$ cat src/rtl/hs_rr_arbiter_if.sv
// Shared valid/ready channel between NUM_REQ upstream requesters and one downstream sink.
// The arbiter connects through the slave modport; the environment driving it uses master.
interface hs_rr_arbiter_if #(
  parameter int NUM_REQ = 4,
  parameter int DATA_W  = 8
);
  logic [NUM_REQ-1:0]        s_valid;
  logic [NUM_REQ*DATA_W-1:0] s_data;
  logic [NUM_REQ-1:0]        s_ready;
  logic                      m_valid;
  logic [DATA_W-1:0]         m_data;
  logic                      m_ready;

  modport master (
    output s_valid, s_data, m_ready,
    input  s_ready, m_valid, m_data
  );

  modport slave (
    input  s_valid, s_data, m_ready,
    output s_ready, m_valid, m_data
  );
endinterface

$ cat src/rtl/hs_rr_arbiter.sv
// Round-robin arbiter locking one requester onto a shared valid/ready channel per beat.
// Optional stall watchdog enabled by defining HS_ARB_TIMEOUT_EN.
module hs_rr_arbiter #(
  parameter int NUM_REQ = 4,
  parameter int DATA_W  = 8,
  parameter int TIMEOUT = 16
) (
  input  logic               sys_clk,
  input  logic               sys_rst,
  hs_rr_arbiter_if.slave     bus,
  output logic [NUM_REQ-1:0] grant_oh,
  output logic [7:0]         xfer_cnt,
  output logic               timeout_err
);
  localparam int IDX_W = $clog2(NUM_REQ);

  if (NUM_REQ < 2 || NUM_REQ > 8 || TIMEOUT < 1 || TIMEOUT > 256) begin : g_bad_cfg
    $error("hs_rr_arbiter: unsupported NUM_REQ/TIMEOUT");
  end

  typedef enum logic {IDLE, GRANT} state_t;

  state_t             state_q, state_d;
  logic [NUM_REQ-1:0] grant_oh_q, grant_oh_d;
  logic [IDX_W-1:0]   ptr_q, ptr_d;
  logic [7:0]         xfer_cnt_q, xfer_cnt_d;
  logic [IDX_W-1:0]   cand_idx, win_idx, gnt_idx;
  logic               win_found, in_grant, handshake;
`ifdef HS_ARB_TIMEOUT_EN
  logic [7:0]         stall_q, stall_d;
  logic               timeout_err_q, timeout_err_d;
`endif

  // Scan starts just after the last winner, so it is checked last next time.
  always_comb begin
    win_found = 1'b0;
    win_idx   = '0;
    cand_idx  = '0;
    for (int k = 1; k <= NUM_REQ; k++) begin
      cand_idx = IDX_W'((int'(ptr_q) + k) % NUM_REQ);
      if (!win_found && bus.s_valid[cand_idx]) begin
        win_found = 1'b1;
        win_idx   = cand_idx;
      end
    end
  end

  always_comb begin
    gnt_idx = '0;
    for (int i = 0; i < NUM_REQ; i++) begin
      if (grant_oh_q[i]) gnt_idx = IDX_W'(i);
    end
  end

  assign in_grant    = (state_q == GRANT) && !sys_rst;
  assign bus.m_valid = in_grant && |(bus.s_valid & grant_oh_q);
  assign bus.s_ready = (in_grant && bus.m_ready) ? grant_oh_q : '0;
  assign handshake   = bus.m_valid && bus.m_ready;

  always_comb begin
    bus.m_data = '0;
    for (int i = 0; i < NUM_REQ; i++) begin
      if (in_grant && grant_oh_q[i]) bus.m_data = bus.s_data[i*DATA_W +: DATA_W];
    end
  end

  always_comb begin
    state_d    = state_q;
    grant_oh_d = grant_oh_q;
    ptr_d      = ptr_q;
    xfer_cnt_d = xfer_cnt_q;
`ifdef HS_ARB_TIMEOUT_EN
    stall_d       = stall_q;
    timeout_err_d = 1'b0;
`endif
    case (state_q)
      IDLE: begin
        if (win_found) begin
          state_d    = GRANT;
          grant_oh_d = {{(NUM_REQ-1){1'b0}}, 1'b1} << win_idx;
`ifdef HS_ARB_TIMEOUT_EN
          stall_d    = '0;
`endif
        end
      end
      GRANT: begin
        if (handshake) begin
          state_d    = IDLE;
          grant_oh_d = '0;
          ptr_d      = gnt_idx;
          xfer_cnt_d = xfer_cnt_q + 8'd1;
        end
`ifdef HS_ARB_TIMEOUT_EN
        // Stuck requester is demoted to lowest priority; its beat is not counted.
        else if (stall_q == 8'(TIMEOUT - 1)) begin
          state_d       = IDLE;
          grant_oh_d    = '0;
          ptr_d         = gnt_idx;
          timeout_err_d = 1'b1;
        end else begin
          stall_d = stall_q + 8'd1;
        end
`endif
      end
      default: state_d = IDLE;
    endcase
  end

  always_ff @(posedge sys_clk) begin
    if (sys_rst) begin
      state_q    <= IDLE;
      grant_oh_q <= '0;
      ptr_q      <= IDX_W'(NUM_REQ - 1);
      xfer_cnt_q <= '0;
`ifdef HS_ARB_TIMEOUT_EN
      stall_q       <= '0;
      timeout_err_q <= 1'b0;
`endif
    end else begin
      state_q    <= state_d;
      grant_oh_q <= grant_oh_d;
      ptr_q      <= ptr_d;
      xfer_cnt_q <= xfer_cnt_d;
`ifdef HS_ARB_TIMEOUT_EN
      stall_q       <= stall_d;
      timeout_err_q <= timeout_err_d;
`endif
    end
  end

  assign grant_oh = grant_oh_q;
  assign xfer_cnt = xfer_cnt_q;
`ifdef HS_ARB_TIMEOUT_EN
  assign timeout_err = timeout_err_q;
`else
  assign timeout_err = 1'b0;
`endif
endmodule
$ cat src/flat_wrapper.sv
// flat-port wrapper written by rule: the top's interface ports become plain ports
module hs_rr_arbiter_flat 
#(
  parameter int NUM_REQ = 4,
  parameter int DATA_W  = 8,
  parameter int TIMEOUT = 16
)
  (sys_clk, sys_rst, grant_oh, xfer_cnt, timeout_err, bus_s_valid, bus_s_data, bus_m_ready, bus_s_ready, bus_m_valid, bus_m_data);
  hs_rr_arbiter_if #(.NUM_REQ(NUM_REQ), .DATA_W(DATA_W)) bus_i ();
  input  logic sys_clk;
  input  logic sys_rst;
  output logic [NUM_REQ-1:0] grant_oh;
  output logic [7:0] xfer_cnt;
  output logic timeout_err;
  input wire logic [$bits(bus_i.s_valid)-1:0] bus_s_valid;
  input wire logic [$bits(bus_i.s_data)-1:0] bus_s_data;
  input wire logic [$bits(bus_i.m_ready)-1:0] bus_m_ready;
  output wire logic [$bits(bus_i.s_ready)-1:0] bus_s_ready;
  output wire logic [$bits(bus_i.m_valid)-1:0] bus_m_valid;
  output wire logic [$bits(bus_i.m_data)-1:0] bus_m_data;
  assign bus_i.s_valid = bus_s_valid;
  assign bus_i.s_data = bus_s_data;
  assign bus_i.m_ready = bus_m_ready;
  assign bus_s_ready = bus_i.s_ready;
  assign bus_m_valid = bus_i.m_valid;
  assign bus_m_data = bus_i.m_data;
  hs_rr_arbiter #(.NUM_REQ(NUM_REQ), .DATA_W(DATA_W), .TIMEOUT(TIMEOUT)) u_core (.sys_clk(sys_clk), .sys_rst(sys_rst), .bus(bus_i), .grant_oh(grant_oh), .xfer_cnt(xfer_cnt), .timeout_err(timeout_err));
endmodule
$ cat config.mk
export PLATFORM = sky130hd
export DESIGN_NAME = hs_rr_arbiter_flat
export DESIGN_NICKNAME = d
export VERILOG_FILES = /design/src/rtl/hs_rr_arbiter_if.sv /design/src/rtl/hs_rr_arbiter.sv /design/src/flat_wrapper.sv
export SDC_FILE = /design/constraint.sdc
export NUM_CORES = 1
export LEC_CHECK = 0
export ABC_AREA = 1
export BUFFER_PORTS_ARGS = -buffer_cell sky130_fd_sc_hd__buf_2
export CAP_MARGIN = 30
export CELL_PAD_IN_SITES_DETAIL_PLACEMENT = 1
export CELL_PAD_IN_SITES_GLOBAL_PLACEMENT = 2
export CORE_AREA = 2 2 81 83
export DETAILED_ROUTE_END_ITERATION = 8
export DIE_AREA = 0 0 83 85
export GPL_ROUTABILITY_DRIVEN = 0
export GPL_TIMING_DRIVEN = 0
export MAX_ROUTING_LAYER = met4
export PLACE_DENSITY = 0.86
export RECOVER_POWER = 25
export REMOVE_ABC_BUFFERS = 1
export SETUP_SLACK_MARGIN = 0.2
export SYNTH_ARGS = -nofsm -noshare
export SYNTH_HDL_FRONTEND = slang
export SYNTH_SLANG_ARGS = --single-unit
$ cat constraint.sdc
create_clock -name sys_clk -period 1.65 [get_ports sys_clk]
set_input_delay 0.2475 -clock sys_clk [delete_from_list [all_inputs] [get_ports sys_clk]]
set_output_delay 0.2475 -clock sys_clk [all_outputs]
set_load 0.1 [all_outputs]
# --- Yosys cells after proc, flatten, opt, wreduce, memory -nomap -nowiden ---
# Index checks and enable logic that the tools add are counted.
word_totals:
  out_inout_bits: 26
  elab_cells: 66
  input_bits: 39
  reg_bits: 15
classes:
  muxes: 30
  n_eq_ne: 2
  order_cmp: 4
  n_reduce_logical: 18
  n_shift: 1
  bitwise_logic: 2
  addsub: 5
op_table:
  columns: ["cell", "count"]
  rows:
  - ["2-to-1 mux 8 bit", 4]
  - ["< comparator 2 x 3 -> 1 bit, second input constant", 4]
  - ["2-to-1 mux 2 bit", 6]
  - ["2-to-1 mux 4 bit", 3]
  - ["logical AND 1 bit", 11]
  - ["2-to-1 mux 1 bit", 11]
  - ["adder 8 x 1 -> 8 bit, second input constant", 1]
  - ["binary-select mux 1 bit (select 2 bit)", 4]
  - ["case mux 4 bit (2 select lines)", 1]
  - ["adder 2 x 1 -> 2 bit, second input constant", 2]
  - ["adder 2 bit, second input constant", 2]
  - ["bitwise AND 4 bit", 1]
  - ["zero test 1 bit", 4]
  - ["AND reduction 2 bit", 2]
  - ["OR reduction 4 bit", 1]
  - ["left shift 1 x 2 -> 4 bit, first input constant", 1]
  - ["inequality test 2 x 1 -> 1 bit, second input constant", 1]
  - ["inequality test 2 bit, second input constant", 1]
  - ["case mux 1 bit (2 select lines)", 1]
  - ["inverter 1 bit", 1]

# --- Longest topological paths before layout ---
logic_depth:
  word_depth: 16
  mapped_depth: 13
  depth_no_buf: 12

# --- Least setup slack after synthesis ---
# Ideal clock, no wire load.
synth_timing:
  path_kind: "reg-to-output"
  from: "reg u_core.grant_oh_q[1], in the netlist u_core.grant_oh[1]"
  to: "out bus_s_ready[1]"
  n_path_buf: 0
  arrival_time_ps: 3281
  path_stages_with_launch: 3
  slack_ps: -1879
  required_ps: 1402
  path_cell_list: "dfxtp_1 -> inv_1 -> nor3_1"
synth_via:
  elab_chain_len: 1
synth_rtl:
  columns: ["item", "line", "source"]
  rows:
  - ["start, declared", "hs_rr_arbiter.sv:24", "logic [NUM_REQ-1:0] grant_oh_q, grant_oh_d;"]
  - ["start signal, assigned", "hs_rr_arbiter.sv:121", "grant_oh_q <= grant_oh_d;"]
  - ["2-to-1 mux 4 bit", "hs_rr_arbiter.sv:57", "assign bus.s_ready = (in_grant && bus.m_ready) ? grant_oh_q : '0;"]
  - ["end, declared", "flat_wrapper.sv:18", "output wire logic [$bits(bus_i.s_ready)-1:0] bus_s_ready;"]
# Every way passes these cells.

# --- Final worst setup path ---
layout_timing:
  from: "reg u_core.state_q"
  to: "out bus_m_data[6]"
layout_via:
  elab_chain_len: 6
  elab_cells_between_ends: 9
  cone_classes: "mux (4); reduce/logical (5)"
layout_rtl:
  columns: ["item", "line", "source"]
  rows:
  - ["start, declared", "hs_rr_arbiter.sv:23", "state_t state_q, state_d;"]
  - ["start signal, assigned", "hs_rr_arbiter.sv:120", "state_q <= state_d;"]
  - ["logical AND 1 bit *", "hs_rr_arbiter.sv:55", "assign in_grant = (state_q == GRANT) && !sys_rst;"]
  - ["logical AND 1 bit", "hs_rr_arbiter.sv:63", "if (in_grant && grant_oh_q[i]) bus.m_data = bus.s_data[i*DATA_W +: DATA_W];"]
  - ["2-to-1 mux 8 bit (3 in a row)", "hs_rr_arbiter.sv:63", null]
  - ["2-to-1 mux 8 bit *", "hs_rr_arbiter.sv:63", null]
  - ["end, declared", "flat_wrapper.sv:20", "output wire logic [$bits(bus_i.m_data)-1:0] bus_m_data;"]
# Mark *: on every way between the ends. The rest lies on a longest branch, timed or not.

==> results.py <==
metrics = {
    "min_path": {
        "worstHoldStart": "sys_rst",
        "whs_endpoint": "u_core.grant_oh[1]",
        "hold_path_class": "in -> reg",
        "min_path_cells": 2,
    },
    "global_routing": {
        "overflow": 0,
        "grt_busiest_layer": "met2",
        "met3_usage_pct": 2.92,
        "grt_pass1_wl_mm": 8.51,
        "grtUsageMet2_pct": 25.5,
        "globalRouteMet1Util_pct": 18.6,
        "grt_pass1_vias": 1753,
        "grt.total_usage_pct": 15.0,
        "grt_max_degree": 15,
        "antenna_found_initial": 0,
    },
    "clock_tree": {
        "tritoncts": "built",
        "clockRootBuffer": "clkbuf_8",
        "cts.path.max_buffers": 2,
        "clk_latency_ns": 0.25,
        "htreeDepth": 1,
        "cts.sinks": 15,
        "clkTransAtPathRegs_ns": 0.07,
        "cts_buffers": 3,
    },
    "cells_and_area": {
        "antenna_cells": 0,
        "area_growth_pct": 80.8,
        "final_cell_mix": "71 x nand2_1, 44 x buf_2, 22 x nand3_1",
        "drive_gt1_share_pct": 49.7,
        "final_common_cell": "nand2_1",
        "nets": 351,
    },
    "synthesis": {
        "ys_types": 28,
        "ys_seq_elements": 15,
        "synth_cells": 223,
        "syn_area_mm2": 0.00132,
        "ys_warn_count": 0,
        "ys_seq_area_share_pct": 22.8,
        "syn_avg_cell_area_um2": 5.90,
    },
    "setup_path": {
        "arrival_ns": 1.77,
        "path_max_fanout": 8,
        "cp-end-kind": "output pin",
        "crit_type": "reg -> out",
        "rr_startpoint": "u_core.grant_oh[1]",
        "worst-r2r-setup-slack_ns": -0.03,
        "cp.required_ns": 1.40,
        "crit_path_start_kind": "flip-flop",
        "rr_endpoint": "u_core.xfer_cnt[7]",
        "worstRegToRegCells": 11,
    },
    "placement": {
        "port_buffers": 63,
        "dp_hpwl_mm": 3.32,
    },
    "timing": {
        "setup_viol": 14,
        "skew_ns": 0.00587,
        "setup_tns_ns": -3.21,
        "slew_viol_final": 0,
        "fmax_mhz": 495,
        "slew_headroom_pct": 62.5,
        "fin_ws_ns": -0.372,
        "worst_pin_slew_ns": 0.565,
        "rsz0062_at_grt": "yes",
        "finalHoldViolCount": 0,
        "min_period_over_period_pct": 123,
        "fin_crit_ns": 2.02,
    },
    "flow_run": {
        "max-cap-violations": 0,
    },
    "outcome": {
        "violations": "setup timing",
        "status": "finished with violations",
    },
    "pwr": {
        "clkPwrFrac_pct": 20.2,
        "ir_drop_v": 0.000511,
        "pwr-share-comb_pct": 53.1,
        "p_switching_uw": 701,
        "cellPowerDensity_mw_per_mm2": 646,
        "seq_power_share_pct": 26.7,
        "p_total_uw": 1540,
        "p_leak_uw": 0.00113,
        "p_sw_share_pct": 45.6,
        "power.internal_uw": 836,
    },
    "drt": {
        "vias": 1796,
        "wl_per_cell_um": 14.4,
        "routed_via_density": 4.64,
        "drt_pass1_iterations": 4,
        "wirelength_mm": 5.56,
        "drc": 0,
        "drt_iter0_drc": 55,
        "postRouteAntennaNets": 0,
    },
    "floorplan": {
        "die_h_um": 85,
        "core-area_mm2": 0.00620,
        "die_w_um": 83,
        "row_count": 29,
        "die_area_mm2": 0.00706,
        "ios": 65,
        "initial_core_util_pct": 21.2,
    },
}
repair_timing:
| action | CTS | global route |
|---|---|---|
| gates cloned | 3 | 0 |
| setup buffers | 15 | 9 |
| endpoints found under the setup margin | 29 | 28 |
| gates resized for setup | 80 | 45 |
| hold endpoints to repair | 0 | 0 |
| hold buffers | 0 | 0 |
| pin swaps | 6 | 19 |
worst max path at each step:
stage / startpoint / to / slack, ns
after global placement: sys_rst / bus_m_data[2] / -0.70
final: u_core.state_q / bus_m_data[6] / -0.37
after detailed placement: sys_rst / bus_m_data[2] / -0.75
after global routing: u_core.state_q / bus_m_data[5] / -0.46
after CTS: u_core.state_q / bus_m_data[1] / -0.32
after floorplan: u_core.grant_oh[1] / bus_s_ready[1] / -1.88
cells in the mapped netlist:
| cell type | number | area, µm² |
|---|---|---|
| nor2_1 | 12 | 45.0 |
| a21oi_1 | 12 | 60.1 |
| nor3_1 | 3 | 15.0 |
| o21ai_0 | 5 | 25.0 |
| nand2_2 | 8 | 50.1 |
| ha_1 | 1 | 12.5 |
| xnor2_1 | 1 | 8.76 |
| clkbuf_8 | 1 | 13.8 |
| o21ai_1 | 1 | 5.00 |
| nand3_2 | 1 | 10.0 |
| a21oi_4 | 1 | 16.3 |
| dfxtp_1 | 15 | 300 |
| inv_6 | 1 | 8.76 |
| inv_1 | 24 | 90.1 |
| nand4_1 | 3 | 18.8 |
| o22ai_1 | 1 | 6.26 |
| buf_6 | 2 | 22.5 |
| buf_4 | 2 | 15.0 |
| inv_2 | 5 | 18.8 |
| nand2_4 | 1 | 11.3 |
| nor2_4 | 2 | 22.5 |
| a31oi_1 | 1 | 6.26 |
| nand2_1 | 74 | 278 |
| o211ai_1 | 9 | 67.6 |
| nand3_1 | 30 | 150 |
| nor2_2 | 4 | 25.0 |
| conb_1 | 1 | 3.75 |
| buf_2 | 2 | 10.0 |
metrics by stage:
stage	hold slack [ns]	setup slack [ns]	utilization (%)	instances	area, µm²
after floorplan	0.317	-1.88	-	216	1250
after global placement	0.445	-0.703	26.9	356	1670
after detailed placement	0.456	-0.752	26.9	356	1670
after CTS	0.295	-0.323	34.4	378	2130
after global routing	0.367	-0.456	38.4	387	2380
final	0.352	-0.372	38.4	387	2380
cell type report:
cell class,count,area [µm²]
Timing Repair inverter,1,7.51
Sequential cell,15,315
Tap cell,77,96.3
Timing Repair Buffer,87,708
Inverter,30,139
Multi-Input combinational cell,173,1070
Fill cell,797,3820
Clock buffer,4,45.0
power groups by stage:
stage	clock, µW	sequential, µW	combinational, µW
3_3_place_gp	0	415	543
3_5_place_dp	0	416	549
2_1_floorplan	0	496	337
4_1_cts	318	408	693
5_1_grt	336	413	867
6_report	311	410	816
cell families after synthesis:
kind of cell | count (synthesis) | share of synthesized area (%)
and+or+nand+nor | 138 | 47.5
other | 1 | 0.285
buffers and inverters | 37 | 13.6
AOI/OAI and AO/OA | 30 | 14.2
adders and majority gates | 1 | 0.950
xor gates and xnor gates | 1 | 0.666
DFF | 15 | 22.8
flip-flops by register name, indices dropped and copies added, names as in the netlist:
name / flops
u_core.ptr_q: 2
u_core.grant_oh: 4
u_core.xfer_cnt: 8
u_core.state_q: 1
critical path, stage by stage (launching register included):
cell	delay (ns)
dfxtp_2	0.34
inv_4	0.04
nor2_4	0.16
inv_4	0.08
nor2_4	0.14
clkinvlp_4	0.19
o211ai_1	0.25
nand2_1	0.13
buf_12	0.18
metal layers:
layer  share of wire [%]  wire, µm  vias up
met2                  52      2870       47
met1                  43      2420      846
met4                0.79        44        0
met5                   0         0        -
met3                 4.0       225        4
li1                    -         -      899
Power figures use the tool's default switching activity.
